File: config.mk
export PLATFORM = sky130hd
export DESIGN_NAME = seven_seg_signal_gen
export DESIGN_NICKNAME = d
export VERILOG_FILES = /design/src/rtl/seven_seg_signal_gen.sv
export SDC_FILE = /design/constraint.sdc
export NUM_CORES = 1
export LEC_CHECK = 0
export CORE_AREA = 2 2 39 41
export CTS_CLUSTER_SIZE = 16
export DETAILED_ROUTE_END_ITERATION = 12
export DIE_AREA = 0 0 41 43
export DONT_BUFFER_PORTS = 1
export PLACE_DENSITY = 0.51
export SYNTH_ARGS = -nofsm -noshare
export SYNTH_HDL_FRONTEND = slang
export SYNTH_SLANG_ARGS = --single-unit
File: constraint.sdc
create_clock -name clk -period 1.65 [get_ports clk]
set_clock_uncertainty 0.2 [all_clocks]
set_input_delay 0.33 -clock clk [delete_from_list [all_inputs] [get_ports clk]]
set_output_delay 0.33 -clock clk [all_outputs]
set_load 0.01 [all_outputs]
File: src/rtl/seven_seg_signal_gen.sv
// Registered BCD-to-seven-segment encoder for one common-anode digit,
// with lamp-test, blanking and an illegal-code flag around the decode.
module seven_seg_signal_gen #(
  parameter int ACTIVE_LOW = 1
) (
  input  logic       clk,
  input  logic       rst,
  input  logic [3:0] BCD,
  input  logic       blank,
  input  logic       lamp_test,
  output logic [6:0] HEX,
  output logic       bcd_err
);

  localparam logic [6:0] SEG_OFF = 7'b1111111;
  localparam logic [6:0] SEG_ON  = 7'b0000000;
  // Everything below is built active-low; this mask flips it for active-high boards.
  localparam logic [6:0] POL_MASK = (ACTIVE_LOW != 0) ? 7'b0000000 : 7'b1111111;

  logic [6:0] digit_seg;
  logic [6:0] next_seg;

  always_comb begin
    digit_seg = SEG_OFF;
    unique case (BCD)
      4'd0:    digit_seg = 7'b1000000;
      4'd1:    digit_seg = 7'b1111001;
      4'd2:    digit_seg = 7'b0100100;
      4'd3:    digit_seg = 7'b0110000;
      4'd4:    digit_seg = 7'b0011001;
      4'd5:    digit_seg = 7'b0010010;
      4'd6:    digit_seg = 7'b0000010;
      4'd7:    digit_seg = 7'b1111000;
      4'd8:    digit_seg = 7'b0000000;
      4'd9:    digit_seg = 7'b0010000;
      default: digit_seg = SEG_OFF;
    endcase
  end

  always_comb begin
    next_seg = digit_seg;
    if (lamp_test) begin
      next_seg = SEG_ON;
    end else if (blank) begin
      next_seg = SEG_OFF;
    end
  end

  always_ff @(posedge clk) begin
    if (rst) begin
      HEX     <= SEG_OFF ^ POL_MASK;
      bcd_err <= 1'b0;
    end else begin
      HEX     <= next_seg ^ POL_MASK;
      bcd_err <= (BCD > 4'd9);
    end
  end

endmodule

Word-level counts from Yosys, hierarchy flattened. Memory sizes are Yosys's and may differ from the RTL's. Index checks and enable logic that the tools add are counted. Widths: inputs -> output; s select.

$lt $le $gt $ge: 1. Multiplexer cells: 2.

Operators by type and width (number): $mux 7 (2); $gt 4x4->1 const B (1).

Bits in registers: 8. ROM bits: 112. Input bits: 8. Output and inout port bits: 8. Word-level logic and storage cells: 6. Memories kept: 1.

Memory list: (name not given) (depth 16, width 7, rd ports 1, clocked after Yosys merged registers in 0, write ports 0, line 25) `unique case (BCD)`.

Logic depth before layout (Yosys ltp). Gate-level depths: netlist of the first run. An unclocked memory read counts as a cell.

Word-level depth: 3. Mapped depth: 5.

Worst setup path before layout of the first run. Ideal clock, no wire load.

Kind: input-to-reg. Start: input BCD[1]. End: register HEX[0]. Library setup time: 0.130 ns. Arrival: 0.916 ns. Path slack: 0.404 ns. Stages on the path: 3. Buffers on the path: 0. Cell sequence: or2_4 -> a221oi_4 -> o21ai_1.

Cells in the longest elaborated chain, start to end: 3.

Ends and longest elaborated chain: from (decl) (line 8) `input logic [3:0] BCD,`; $mem_v2 16x7; $mux 7 (line 44) `end else if (blank) begin`; $mux 7 (line 42) `if (lamp_test) begin`; to (signal assigned) (line 51) `HEX <= SEG_OFF ^ POL_MASK;`; to (signal assigned) (line 54) `HEX <= next_seg ^ POL_MASK;`; to (decl) (line 11) `output logic [6:0] HEX,`.

No other way between the ends. A chain may end at the register's enable or synchronous reset.

==> results of run 1 <==
==> cell type report <==
class | count | area, sq um
Fill cell | 140 | 893.4
Multi-Input combinational cell | 32 | 252.7
Sequential cell | 8 | 160.2
Clock buffer | 3 | 22.52
Timing Repair Buffer | 2 | 20.02
Tap cell | 16 | 20.02
Inverter | 4 | 15.01
==> power groups by stage <==
stage | clock [uW] | sequential, uW | combinational, uW
after global placement | 0 | 225 | 49.8
after detailed placement | 0 | 225 | 48.9
final | 139 | 220 | 53.4
after floorplan | 0 | 223 | 45.8
after global routing | 153 | 222 | 59.7
after CTS | 146 | 221 | 54.0
==> what timing repair did <==
action / CTS / global route
setup buffers: 0 / 0
hold buffers: 2 / 0
hold endpoints to repair: 3 / 0
==> kinds of logic (layout without fill, tap and decap cells) <==
group / after synthesis / after routing
adders and majority gates: 5 / 5
and+or+nand+nor: 11 / 11
AOI/OAI and AO/OA: 15 / 15
DFF: 8 / 8
buffers and inverters: 5 / 9
muxes: 1 / 1
==> layer usage <==
layer	vias to the layer above	track usage	wire, um
li1	165	-	-
met1	127	0.1146	303
met2	10	0.1500	351
met3	2	0.005236	51
met4	0	0.1200	20
met5	-	0	0
==> synth_stat cells (2+ instances only) <==
library cell	n	area share
or2_1	2	0.029
ha_1	5	0.14
inv_1	3	0.026
dfxtp_1	8	0.37
o21ai_1	6	0.069
nand2_1	2	0.017
nor2_1	3	0.026
a21oi_1	2	0.023
==> placed cells by master, fill, tap and decap left out <==
cell / count
a211oi_1: 1
a21boi_1: 1
a21oi_1: 2
a221oi_4: 1
clkbuf_4: 3
dfxtp_1: 8
dlygate4sd3_1: 2
ha_1: 5
inv_1: 3
inv_2: 1
mux2i_1: 1
nand2_1: 2
nor2_1: 3
nor2b_2: 1
nor4bb_1: 1
o211a_1: 1
o21ai_0: 1
o21ai_1: 6
o21ba_1: 1
o31ai_1: 1
or2_1: 2
or2_4: 1
or2b_1: 1
==> metrics by stage <==
step / hold WS (ns) / power (uW) / worst slack, ns
floorplan: 0.2257 / 269.1 / 0.4043
global placement: 0.2342 / 274.4 / 0.3371
detailed placement: 0.2305 / 273.7 / 0.3418
CTS: 0.007492 / 421.1 / 0.2899
global route: 0.02158 / 435.6 / 0.2417
finish: 0.01805 / 412.8 / 0.2852
==> sequential cells by signal, summed over array words and instances, names as in the netlist <==
| signal | count |
|---|---|
| HEX | 7 |
| bcd_err | 1 |
==> worst max path at each step <==
stage,from,end,slack (ns),depth (start not counted)
6_report,rst,HEX[5],0.29,3
2_1_floorplan,BCD[1],HEX[0],0.40,3
5_1_grt,rst,HEX[5],0.24,3
3_3_place_gp,BCD[0],HEX[4],0.34,4
3_5_place_dp,BCD[1],HEX[5],0.34,3
4_1_cts,rst,HEX[5],0.29,3
==> critical path, cell delays in order <==
cell and delay, ns:
dlygate4sd3_1 0.58, a221oi_4 0.26, o21ai_1 0.11
==> flow_summary.json, run 1 <==
{
  "async_flop_share": 0,
  "drive_gt1_frac": 0.1429,
  "post_cts_resized": 0,
  "max_slew_margin": 0.8197,
  "hold_path.class": "input pin to flop",
  "syn_inst": 45,
  "syn_area_sq_um": 435.4,
  "p_sw_frac": 0.2263,
  "crit_type": "input pin to flop",
  "cts_tree": "done",
  "finalSetupViolations": 0,
  "io_pins": 16,
  "pwr_density_cell_nw_per_um2": 841.7,
  "hold_end": "HEX[4]",
  "setup_tns_ns": 0,
  "grt_max_degree": 13,
  "dp_cells": 60,
  "start_util": 0.3146,
  "avgSynthCellArea_sq_um": 9.676,
  "die_x_um": 41,
  "synth-seq-cells": 8,
  "post_dp_cell_area_sq_um": 447.9,
  "yosysUniqueCellTypes": 22,
  "first_iter_violations": 7,
  "grt_pass1_vias": 314,
  "grt_pass1_wl_um": 1193,
  "die-area_sq_um": 1763,
  "hpwl_um": 597.2,
  "worstMarginPinSlew_ns": 0.2705,
  "antenna_left": 0,
  "yosys_warnings": 0,
  "die_y_um": 43,
  "max_cap_viol_count": 0,
  "layout.cells.non_filler": 65,
  "clkPwrFrac": 0.337,
  "finalNetCount": 64,
  "synth.area.mux_share": 0.02299,
  "max_freq_ghz": 0.7327,
  "ys_seq_area_frac": 0.3678,
  "p_int_uw": 319.4,
  "seqPwrFrac": 0.534,
  "synth-main-ff-cell": "dfxtp_1",
  "period_minus_slack_ns": 1.365,
  "drt_pass1_iterations": 3,
  "drc": 0,
  "synth_top_family_by_area": "compound AO/OA/AOI/OAI gates",
  "rows": 14,
  "cp_max_fo": 5,
  "routed_wl_um": 727,
  "clock_sinks": 8,
  "slew_violations": 0,
  "gp_congestion": 0.6800,
  "start_kind": "input pin",
  "htreeDepth": 1,
  "rsz0062_at_grt": "false",
  "design_area_sq_um": 490.5,
  "clock_path_buffers": 2,
  "cts-root-buf": "clkbuf_4",
  "cts_buffers": 3,
  "vdd_drop_max_mv": 0.1667,
  "synth_xor_area_frac": 0,
  "io_buffers": 0,
  "power.leakage_uw": 0.0002188,
  "wl_per_cell_um": 11.18,
  "vias": 304,
  "syn_to_final_growth_pct": 12.64,
  "worstHoldPathCells": 2,
  "antenna_found_initial": 0,
  "grt_util_all_layers": 0.1031,
  "fin_util": 0.3544,
  "viasPerCell": 4.677,
  "cp-end-kind": "flop",
  "worstPathRequired_ns": 1.56,
  "min_from": "rst",
  "clk_pin_slew_ns": 0.05,
  "synth_compound_area_frac": 0.2615,
  "synth-adder-area-share": 0.1437,
  "post-route-period-util": 0.8271,
  "power.switching_uw": 93.41,
  "antennaDiodeCount": 0,
  "core_sq_um": 1384,
  "synthesis.nets": 58,
  "outcome": "finished clean",
  "synth-simple-area-share": 0.1523,
  "power.share.combinational": 0.129,
  "finalHoldViolations": 0,
  "crit_arrival_ns": 1.28,
  "grt_overflow_total": 0,
  "synth-edff-count": 0
}
No activity file was read; power rests on OpenSTA's default activity.
==> run 2: changes to the inputs <==
Clock period 1.65 ns to 1.4 ns, I/O delays scaled along.
==> flow_summary.json, run 2 (synthesized netlist as in run 1, its figures left out) <==
{
  "outcome": "finished clean",
  "drc": 0,
  "n_fill_cell": 148,
  "antenna_left": 0,
  "rsz0062_at_grt": "false",
  "wl_per_cell_um": 11.96,
  "reg_top3": "HEX x7, bcd_err x1",
  "max_freq_ghz": 0.7583,
  "routed_wl_um": 813,
  "cts_tree": "done",
  "clock_path_buffers": 2,
  "viasPerCell": 4.750,
  "syn_to_final_growth_pct": 20.11,
  "die_y_um": 43,
  "max_slew_margin": 0.8222,
  "worstHoldPathCells": 2,
  "largest_reg_flops": 7,
  "htreeDepth": 1,
  "hpwl_um": 611.6,
  "cts-root-buf": "clkbuf_4",
  "cp_slowest_stage_delay_ns": 0.58,
  "mostFrequentLayoutCells": "dfxtp_1 (8), o21ai_1 (6), ha_1 (5)",
  "grt_pass1_vias": 338,
  "largest-register": "HEX",
  "drt_pass1_iterations": 4,
  "post-route-period-util": 0.9419,
  "max_cap_viol_count": 0,
  "io_buffers": 0,
  "postCtsSetupBuffers": 0,
  "crit_buf_inv": 1,
  "grt_pass1_wl_um": 1311,
  "vdd_drop_max_mv": 0.1837,
  "first_iter_violations": 4,
  "start_kind": "input pin",
  "slew_violations": 0,
  "finalSetupViolations": 0,
  "final-seq-area_sq_um": 160.2,
  "hold_end": "HEX[5]",
  "antennaDiodeCount": 0,
  "cts_buffers": 3,
  "grt_max_degree": 12,
  "pwr_density_cell_nw_per_um2": 959.6,
  "core_sq_um": 1384,
  "grt_util_all_layers": 0.1151,
  "gp_congestion": 0.6858,
  "cpMaxStageDelayCell": "dlygate4sd3_1",
  "p_total_uw": 501.9,
  "clock_sinks": 8,
  "crit_arrival_ns": 1.24,
  "critPathTopFamily": "buffers and inverters",
  "crit_type": "input pin to flop",
  "path_cells": "dlygate4sd3_1 > a221oi_4 > o21ai_1",
  "power.leakage_uw": 0.0002402,
  "clk_pin_slew_ns": 0.05,
  "hold_path.class": "input pin to flop",
  "worstPathRequired_ns": 1.32,
  "die_x_um": 41,
  "drive_gt1_frac": 0.1346,
  "period_minus_slack_ns": 1.319,
  "rows": 14,
  "antenna_found_initial": 0,
  "grt_overflow_total": 0,
  "vias": 323,
  "die-area_sq_um": 1763,
  "mostFrequentLayoutCell": "dfxtp_1",
  "min_from": "BCD[2]",
  "cp-end-kind": "flop",
  "multi_input_area_sq_um": 252.7,
  "io_pins": 16,
  "cp_max_fo": 5,
  "finalHoldViolations": 0,
  "start_util": 0.3146,
  "finalNetCount": 67,
  "setup_tns_ns": 0,
  "worstMarginPinSlew_ns": 0.2631
}
[run 2: report_power, final]
group | internal, uW | switching, uW
registers | 246 | 13.9
clock network | 97.6 | 71.8
logic | 39.8 | 33.3
[run 2: cell type report]
cell class | count | area share
timing repair buffer | 5 | 0.1005
sequential | 8 | 0.3062
clock buffer | 3 | 0.04306
inverter | 4 | 0.02871
tap | 16 | 0.03828
multi-input combinational | 32 | 0.4833
[run 2: routing by layer]
metal,global-route usage,up-vias,share of wire
li1,-,168,-
met4,0.1200,0,0.018
met2,0.1500,10,0.49
met5,0,-,0
met3,0.01571,2,0.064
met1,0.1465,143,0.43
[run 2: per-stage QoR]
stage / instance area (sq um) / instances / utilization / hold WS [ns] / worst slack (ns)
after detailed placement: 447.9 / 60 / 0.3237 / 0.1863 / 0.1224
after global placement: 447.9 / 60 / 0.3237 / 0.1884 / 0.1269
final: 523.0 / 68 / 0.3779 / 0.01527 / 0.08133
after global routing: 523.0 / 68 / 0.3779 / 0.02851 / 0.04114
after floorplan: 435.4 / 45 / - / 0.1757 / 0.2043
after CTS: 520.5 / 68 / 0.3761 / 0.01280 / 0.002889
[run 2: worst max-delay path by stage]
stage	start	end	depth (start not counted)
final	rst	HEX[2]	3
after global placement	BCD[1]	HEX[3]	3
after detailed placement	BCD[1]	HEX[6]	3
after CTS	blank	HEX[6]	3
after global routing	rst	HEX[6]	3
after floorplan	BCD[1]	HEX[0]	3
[run 2: timing repair]
action / in CTS / in global routing
resized for setup: 0 / 1
hold endpoints to repair: 8 / 0
hold buffers: 5 / 0
setup endpoints to repair: 0 / 5
